## src/rtl/video_sync_gen.sv

```systemverilog
// Pixel-clock divider, horizontal/vertical timing counters, sync/active generation
// and a small CPU register block with a sticky line-compare interrupt.
module video_sync_gen #(
  parameter int CLK_DIV  = 2,
  parameter int H_ACTIVE = 640,
  parameter int H_FP     = 16,
  parameter int H_SYNC   = 96,
  parameter int H_BP     = 48,
  parameter int V_ACTIVE = 480,
  parameter int V_FP     = 10,
  parameter int V_SYNC   = 2,
  parameter int V_BP     = 33
) (
  input  logic       clk,
  input  logic       rst,
  input  logic       ce,
  input  logic       wren,
  input  logic       ren,
  input  logic [1:0] addr,
  input  logic [7:0] from_cpu,
  output logic [7:0] to_cpu,
  output logic       hsync,
  output logic       vsync,
  output logic       active,
  output logic [9:0] pixel_x,
  output logic [9:0] pixel_y,
  output logic       pix_ce,
  output logic       line_int
);

  localparam int H_TOTAL = H_ACTIVE + H_FP + H_SYNC + H_BP;
  localparam int V_TOTAL = V_ACTIVE + V_FP + V_SYNC + V_BP;

  localparam logic [3:0]  DIV_LAST = 4'(CLK_DIV - 1);
  localparam logic [9:0]  H_LAST   = 10'(H_TOTAL - 1);
  localparam logic [9:0]  V_LAST   = 10'(V_TOTAL - 1);
  localparam logic [9:0]  H_VIS    = 10'(H_ACTIVE);
  localparam logic [9:0]  V_VIS    = 10'(V_ACTIVE);
  localparam logic [9:0]  HS_START = 10'(H_ACTIVE + H_FP);
  localparam logic [9:0]  HS_END   = 10'(H_ACTIVE + H_FP + H_SYNC);
  localparam logic [9:0]  VS_START = 10'(V_ACTIVE + V_FP);
  localparam logic [9:0]  VS_END   = 10'(V_ACTIVE + V_FP + V_SYNC);
  localparam logic [10:0] V_LIMIT  = 11'(V_TOTAL);

  logic [3:0] div_r;
  logic [9:0] h_count_r;
  logic [9:0] v_count_r;
  logic [9:0] cmp_r;
  logic       enable_r;
  logic       int_en_r;
  logic       line_int_r;
  logic [7:0] to_cpu_r;
  logic       hsync_r;
  logic       vsync_r;
  logic       active_r;
  logic       pix_ce_r;

  logic       wr_s;
  logic       rd_s;
  logic       ctrl_wr_s;
  logic       en_next_s;
  logic       run_s;
  logic       tick_s;
  logic       h_wrap_s;
  logic       line_set_s;
  logic       line_clr_s;
  logic [3:0] div_next_s;
  logic [9:0] h_next_s;
  logic [9:0] v_next_s;
  logic       hsync_next_s;
  logic       vsync_next_s;
  logic       active_next_s;
  logic [7:0] rd_data_s;

  assign wr_s      = ce & wren;
  assign rd_s      = ce & ren;
  assign ctrl_wr_s = wr_s && (addr == 2'd3);
  // A control write takes effect on the same edge, so disabling parks the counters immediately.
  assign en_next_s = ctrl_wr_s ? from_cpu[0] : enable_r;
  assign run_s     = enable_r & en_next_s;
  assign tick_s    = run_s && (div_r == DIV_LAST);
  assign h_wrap_s  = (h_count_r == H_LAST);

  // Next-state divider and pixel/line counters.
  always_comb begin
    div_next_s = div_r;
    h_next_s   = h_count_r;
    v_next_s   = v_count_r;
    if (!en_next_s) begin
      div_next_s = 4'd0;
      h_next_s   = 10'd0;
      v_next_s   = 10'd0;
    end else if (tick_s) begin
      div_next_s = 4'd0;
      if (h_wrap_s) begin
        h_next_s = 10'd0;
        if (v_count_r == V_LAST) begin
          v_next_s = 10'd0;
        end else begin
          v_next_s = v_count_r + 10'd1;
        end
      end else begin
        h_next_s = h_count_r + 10'd1;
      end
    end else if (run_s) begin
      div_next_s = div_r + 4'd1;
    end else begin
      div_next_s = div_r;
    end
  end

  // Sync and visible-area decode from the next-state counters (no output lag).
  always_comb begin
    hsync_next_s  = 1'b1;
    vsync_next_s  = 1'b1;
    active_next_s = 1'b0;
    if (en_next_s) begin
      hsync_next_s  = !((h_next_s >= HS_START) && (h_next_s < HS_END));
      vsync_next_s  = !((v_next_s >= VS_START) && (v_next_s < VS_END));
      active_next_s = (h_next_s < H_VIS) && (v_next_s < V_VIS);
    end else begin
      hsync_next_s  = 1'b1;
      vsync_next_s  = 1'b1;
      active_next_s = 1'b0;
    end
  end

  assign line_set_s = tick_s && h_wrap_s && int_en_r && (v_next_s == cmp_r) &&
                      ({1'b0, cmp_r} < V_LIMIT);
  assign line_clr_s = ctrl_wr_s && from_cpu[7];

  // CPU read multiplexer.
  always_comb begin
    rd_data_s = 8'h00;
    case (addr)
      2'd0:    rd_data_s = v_count_r[7:0];
      2'd1:    rd_data_s = {~hsync_r, ~vsync_r, active_r, line_int_r, 2'b00, v_count_r[9:8]};
      2'd2:    rd_data_s = h_count_r[9:2];
      2'd3:    rd_data_s = {line_int_r, 5'b0_0000, int_en_r, enable_r};
      default: rd_data_s = 8'h00;
    endcase
  end

  // Timing state, registered outputs and CPU registers.
  always_ff @(posedge clk or negedge rst) begin
    if (!rst) begin
      div_r      <= 4'd0;
      h_count_r  <= 10'd0;
      v_count_r  <= 10'd0;
      cmp_r      <= 10'd0;
      enable_r   <= 1'b1;
      int_en_r   <= 1'b0;
      line_int_r <= 1'b0;
      to_cpu_r   <= 8'h00;
      hsync_r    <= 1'b1;
      vsync_r    <= 1'b1;
      active_r   <= 1'b1;
      pix_ce_r   <= 1'b0;
    end else begin
      div_r     <= div_next_s;
      h_count_r <= h_next_s;
      v_count_r <= v_next_s;
      hsync_r   <= hsync_next_s;
      vsync_r   <= vsync_next_s;
      active_r  <= active_next_s;
      pix_ce_r  <= tick_s;
      if (wr_s) begin
        case (addr)
          2'd0:    cmp_r[7:0] <= from_cpu;
          2'd1:    cmp_r[9:8] <= from_cpu[1:0];
          2'd3: begin
            enable_r <= from_cpu[0];
            int_en_r <= from_cpu[1];
          end
          default: cmp_r <= cmp_r;
        endcase
      end
      // Set has priority over a coincident clear so no match is ever lost.
      if (line_set_s) begin
        line_int_r <= 1'b1;
      end else if (line_clr_s) begin
        line_int_r <= 1'b0;
      end
      if (rd_s) begin
        to_cpu_r <= rd_data_s;
      end
    end
  end

  assign to_cpu   = to_cpu_r;
  assign hsync    = hsync_r;
  assign vsync    = vsync_r;
  assign active   = active_r;
  assign pixel_x  = h_count_r;
  assign pixel_y  = v_count_r;
  assign pix_ce   = pix_ce_r;
  assign line_int = line_int_r;

endmodule
```

## config.mk

```make
export PLATFORM = sky130hd
export DESIGN_NAME = video_sync_gen
export DESIGN_NICKNAME = d
export VERILOG_FILES = /design/src/rtl/video_sync_gen.sv
export SDC_FILE = /design/constraint.sdc
export NUM_CORES = 1
export LEC_CHECK = 0
export ABC_AREA = 1
export BUFFER_PORTS_ARGS = -buffer_cell sky130_fd_sc_hd__buf_2
export CAP_MARGIN = 20
export CORE_MARGIN = 3
export CORE_UTILIZATION = 55
export DETAILED_ROUTE_END_ITERATION = 10
export GPL_TIMING_DRIVEN = 1
export PLACE_DENSITY = 0.87
export SLEW_MARGIN = 20
export SYNTH_ARGS = -nofsm -noshare
export SYNTH_HDL_FRONTEND = slang
export SYNTH_SLANG_ARGS = --single-unit
```

## constraint.sdc

```tcl
create_clock -name clk -period 3.9 [get_ports clk]
set_input_delay 0.195 -clock clk [delete_from_list [all_inputs] [get_ports clk]]
set_output_delay 0.195 -clock clk [all_outputs]
set_load 0.005 [all_outputs]
```

# Word level (Yosys, flattened, before mapping)
# Cells that the tools add are included.
[word_totals]
reg_bits = 49
input_bits = 15
output_inout_bits = 33
wordCells = 70
[op_classes]
addsub = 3
magnitude_cmp = 7
eq_ne = 8
muxes = 17
bitwise = 5
reduce_logical = 17
[op_table]
columns = ["operator", "n"]
rows = [
  ["$mux 10", 7],
  ["$pmux 8 s4", 1],
  ["$lt 10x10->1 const B", 3],
  ["$add 10x1->10 const B", 2],
  ["$eq 10x10->1 const B", 2],
  ["$lt 10x9->1 const B", 2],
  ["$mux 4", 3],
  ["$eq 10x10->1", 1],
  ["$ge 10x10->1 const B", 1],
  ["$ge 10x9->1 const B", 1],
  ["$logic_and 1x1->1", 10],
  ["$mux 1", 6],
  ["$reduce_and 2->1", 3],
  ["$add 4x1->4 const B", 1],
  ["$eq 2x2->1 const B", 2],
  ["$eq 4x1->1 const B", 1],
  ["$and 1x1->1", 3],
  ["$ne 3x1->1 const B", 1],
  ["$eq 2x1->1 const B", 1],
  ["$logic_not 1->1", 2],
  ["$logic_not 2->1", 1],
  ["$not 1->1", 2],
  ["$reduce_bool 2->1", 1],
]

# Logic depth before layout (Yosys ltp)
[depth]
ltp_word = 11
depth_mapped = 17
mapped_depth_nobuf = 17

# Worst setup path after synthesis
# OpenSTA, ideal clock, no wires.
[synth_path]
path_kind = "flip-flop to flip-flop"
from = "register h_count_r[0] (netlist: pixel_x[0])"
to = "register line_int_r (netlist: line_int)"
setup_ps = 116
t_arrival_ps = 1682
required_time_ps = 3784
path_slack_ps = 2102
stages_incl_launch_ff = 15
n_path_buf = 0
synth_period_minus_slack_ps = 1798
cell_sequence = "dfrtp_1 ha_1 nand2_1 nor2_1 nand3_1 nor2_1 nand3_1 o21bai_1 nand2_1 nand2_1 nand2_1 nand2_1 nor2_1 nand2_1 nand2_1"
[synth_between]
elab_chain_cells = 8
elab_cells_between_ends = 11
classes_between = "eq/ne: 2; mux: 4; reduce/logical: 5"
[synth_rtl]
columns = ["element", "line_no", "source"]
rows = [
  ["start, declared", "46", "logic [9:0] h_count_r;"],
  ["start signal, assigned", "161", "h_count_r <= h_next_s;"],
  ["$eq 10x10->1 (*)", "82", "assign h_wrap_s = (h_count_r == H_LAST);"],
  ["$mux 10", "95", "if (h_wrap_s) begin"],
  ["$mux 10", "93", "end else if (tick_s) begin"],
  ["$mux 10", "89", "if (!en_next_s) begin"],
  ["$eq 10x10->1", "128", "assign line_set_s = tick_s && h_wrap_s && int_en_r && (v_next_s == cmp_r) &&"],
  ["$logic_and 1x1->1 (*) (2 in series)", "128", ""],
  ["$mux 1 or $reduce_bool 2->1 (tied branches)", "n/a", ""],
  ["end signal, assigned", "153", "line_int_r <= 1'b0;"],
  ["end signal, assigned", "180", "line_int_r <= 1'b1;"],
  ["end signal, assigned", "182", "line_int_r <= 1'b0;"],
  ["end, declared", "51", "logic line_int_r;"],
]
# Every way passes the cells marked *; elsewhere a longest branch is shown, timed or not.
# A chain may end at the register's enable or synchronous reset.

# Worst setup path after layout
[layout_path]
from = "register div_r[1]"
to = "register line_int_r (netlist: line_int)"
[layout_between]
elab_chain_cells = 8
elab_cells_between_ends = 11
classes_between = "eq/ne: 2; mux: 3; reduce/logical: 6"
[layout_rtl]
columns = ["element", "line_no", "source"]
rows = [
  ["start, declared", "45", "logic [3:0] div_r;"],
  ["start signal, assigned", "160", "div_r <= div_next_s;"],
  ["$eq 4x1->1 (*)", "81", "assign tick_s = run_s && (div_r == DIV_LAST);"],
  ["$logic_and 1x1->1 (*)", "81", ""],
  ["$mux 10", "93", ""],
  ["$mux 10", "89", ""],
  ["$eq 10x10->1", "128", ""],
  ["$logic_and 1x1->1 (*) (2 in series)", "128", ""],
  ["$mux 1 or $reduce_bool 2->1 (tied branches)", "n/a", ""],
]
# Marks and branches as above.

==> impl_metrics.csv <==
group,metric,value,unit
run_status,status,"completed",
placed_design,dp_hpwl,5884,um
critical_path,r2r-start,"div_r[1]",
finish,final_util,64.95,%
critical_path,regToRegSetupSlack,1730,ps
timing,hold_viol,0,
clock_tree,cts-root-buf,"clkbuf_8",
floorplanning,rows,26,
floorplanning,die_area,0.006323,mm2
min_path,worstHoldStart,"from_cpu[5]",
clock_tree,cts_buffers,5,
drt,routedWlPerCell,14.10,um
synth,yosysSeqAreaShare,41.41,%
pwr,leakage,1.852,nW
synth,synthesis.nets,433,
floorplanning,die_y,79.52,um
finish,nNetsFinal,483,
timing,skew,13.91,ps
critical_path,cp_max_fo,15,
drt,drt_iter0_drc,265,
timing,finalWorstSetupSlack,1733,ps
pwr,p_int,847.7,uW
synth,netlist_area,0.002973,mm2
timing,layout_min_cycle_time,2167,ps
clock_tree,insertion_delay,310,ps
placed_design,port_buffers,47,
critical_path,cp-end-kind,"flip-flop",
timing,slew_headroom,57.55,%
global_routing,antenna_found_initial,0,
clock_tree,clk_path_buf_depth,2,
finish,finalNonFillerCells,534,
drt,post-route-drc-count,0,
global_routing,grt_remaining_overflow,0,
pwr,powerDensity,400.8,mW/mm2
min_path,whs_endpoint,"cmp_r[5]",
synth,synth.distinct_cells,39,
global_routing,grtUsageTotal,25.11,%
synth,synth_edf_count,0,
clock_tree,h-tree-depth,2,
critical_path,cp.arrival,2360,ps
clock_tree,clkTransAtPathRegs,90,ps
critical_path,reg2reg_to,"line_int",
synth,ys_warn_count,0,
drt,viasPerCell,5.253,
pwr,swShare,37.05,%
clock_tree,numClockSinks,49,
critical_path,worst_setup_path_start_kind,"flip-flop",
pwr,seqPwrFrac,48.3,%
global_routing,grt_max_degree,50,
pwr,net-switching-power,499.0,uW
pwr,power_frac_clock,22.1,%
critical_path,rr_worst_depth,17,
timing,finalSetupViolations,0,
timing,rsz0062_at_grt,"no",
synth,syn_avg_cell_area,7.198,um2
finish,drive_gt1_share,16.81,%
drt,final_antenna_net_count,0,
synth,synth_ff_type,"dfrtp_1",
synth,synthArstFlopShare,100.0,%
finish,n_antenna_cell,0,
critical_path,crit_type,"reg -> reg",
job,cap_violations,0,
floorplanning,start_util,57.47,%
synth,synth_cells,413,
timing,tightest_slew,634.4,ps
finish,areaGrowthSynthToFinish,13.00,%
timing,finalSetupTns,0,ps
timing,final_max_slew_viol_count,0,
min_path,whs_path_depth,2,
min_path,min_path_type,"in -> reg",
timing,holdWs,124.9,ps
synth,ys_ff_latch,49,
placed_design,place_ws,1741,ps
global_routing,grt_pass1_vias,2608,
pwr,ir_drop,0.2529,mV
floorplanning,ios,48,
timing,fin_crit_sh,55.57,%
pwr,combPwrFrac,29.5,%
finish,n_fill_cell,464,
global_routing,grt_pass1_wl,12520,um
drt,drt_first_pass_iters,5,
placed_design,placedCellCount,525,
placed_design,place.gp.congestion,0.9346,
floorplanning,die_x,79.52,um
floorplanning,coreArea,0.005172,mm2
drt,vias,2805,
timing,fmaxAchievable,0.4614,GHz
critical_path,required,4100,ps
drt,wirelength,7531,um
clock_tree,cts_tree,"done",
==> layout make-up <==
cell class | count | area, um2 | area share (%)
Timing Repair Buffer | 48 | 247.7 | 7.374
Tap cell | 70 | 87.58 | 2.607
Multi-Input combinational cell | 288 | 1438 | 42.79
Clock inverter | 3 | 17.52 | 0.5214
Inverter | 71 | 269.0 | 8.007
Clock buffer | 5 | 68.82 | 2.048
Sequential cell | 49 | 1231 | 36.65
==> how the worst max path moves through the flow <==
stage	startpoint	to	slack, ps
6_report	div_r[1]	line_int	1730
5_1_grt	pixel_x[0]	line_int	1440
4_1_cts	div_r[1]	line_int	1720
3_5_place_dp	div_r[1]	line_int	1740
3_3_place_gp	pixel_x[0]	line_int	1790
2_1_floorplan	pixel_x[0]	line_int	2100
==> stage by stage <==
stage | area [um2] | power (mW)
global placement | 3261 | 1.038
detailed placement | 3261 | 1.053
finish | 3359 | 1.347
floorplan | 2973 | 0.9372
CTS | 3347 | 1.347
global route | 3359 | 1.426
==> sequential cells by signal (all words and copies together) (netlist names) <==
register,flops
active,1
pix_ce,1
vsync,1
enable_r,1
div_r,4
to_cpu,8
int_en_r,1
pixel_y,10
cmp_r,10
line_int,1
hsync,1
pixel_x,10
==> logic make-up (layout without fill, tap and decap cells) <==
| family | Yosys count | after routing | share of synthesized area, % |
|---|---|---|---|
| and+or+nand+nor | 224 | 224 | 34.09 |
| buffers and inverters | 76 | 127 | 10.23 |
| AOI/OAI and AO/OA | 52 | 52 | 9.976 |
| DFF | 49 | 49 | 41.41 |
| adders and majority gates | 5 | 5 | 2.104 |
| xor gates and xnor gates | 5 | 5 | 1.473 |
| muxes | 2 | 2 | 0.7155 |
==> repair_timing <==
action	CTS	global route
resized for setup	0	0
setup buffers	0	0
hold buffers	0	1
hold endpoints to repair	0	45
==> critical path, stage by stage (launching register included) <==
cell	delay [ps]
dfrtp_1	410
inv_1	90
ha_1	150
nand3_1	70
inv_1	110
nand3_4	170
inv_2	260
nand2_2	120
nand2_4	120
nand2_1	90
nand2_1	130
nand2_1	60
nand2_1	50
nor2_1	40
nand2_1	70
nor2_1	40
nand2_1	40
nand2_1	40
==> synth_stat cells, drive strengths merged (2+ instances only) <==
| cell | count | area [um2] |
|---|---|---|
| buf | 3 | 27.52 |
| xor2 | 4 | 35.03 |
| nand4 | 12 | 81.33 |
| inv | 71 | 269.0 |
| clkbuf | 2 | 7.510 |
| nand3 | 32 | 187.7 |
| a221oi | 3 | 26.28 |
| nand2 | 121 | 479.2 |
| o21ai | 17 | 88.84 |
| nand3b | 5 | 37.54 |
| ha | 5 | 62.56 |
| dfstp | 4 | 105.1 |
| nor3 | 6 | 35.03 |
| dfrtp | 45 | 1126 |
| a21oi | 21 | 105.1 |
| nor2 | 47 | 186.4 |
| o22ai | 5 | 31.28 |
==> power groups by stage <==
| stage | sequential (mW) | combinational [mW] | clock [mW] |
|---|---|---|---|
| after floorplan | 0.647 | 0.290 | 0 |
| final | 0.651 | 0.397 | 0.298 |
| after CTS | 0.649 | 0.396 | 0.302 |
| after global routing | 0.662 | 0.445 | 0.319 |
| after detailed placement | 0.660 | 0.394 | 0 |
| after global placement | 0.656 | 0.383 | 0 |
==> per-layer routing <==
layer | vias up | global-route usage (%) | share of wire (%)
li1 | 1417 | - | -
met5 | - | 0 | 0
met1 | 1279 | 35.50 | 46
met2 | 100 | 41.65 | 47
met3 | 9 | 2.370 | 5.6
met4 | 0 | 5.670 | 0.78
==> cells in the final DEF (no fill, tap or decap), drive strengths merged, types with 2 or more instances in the layout <==
master / count
a21oi: 21
a221oi: 3
buf: 47
clkbuf: 5
clkinv: 2
dfrtp: 45
dfstp: 4
ha: 5
inv: 71
nand2: 121
nand3: 32
nand3b: 5
nand4: 12
nor2: 47
nor3: 6
o21ai: 17
o22ai: 5
xor2: 4
Note: power is estimated with default switching activity, not from simulation.
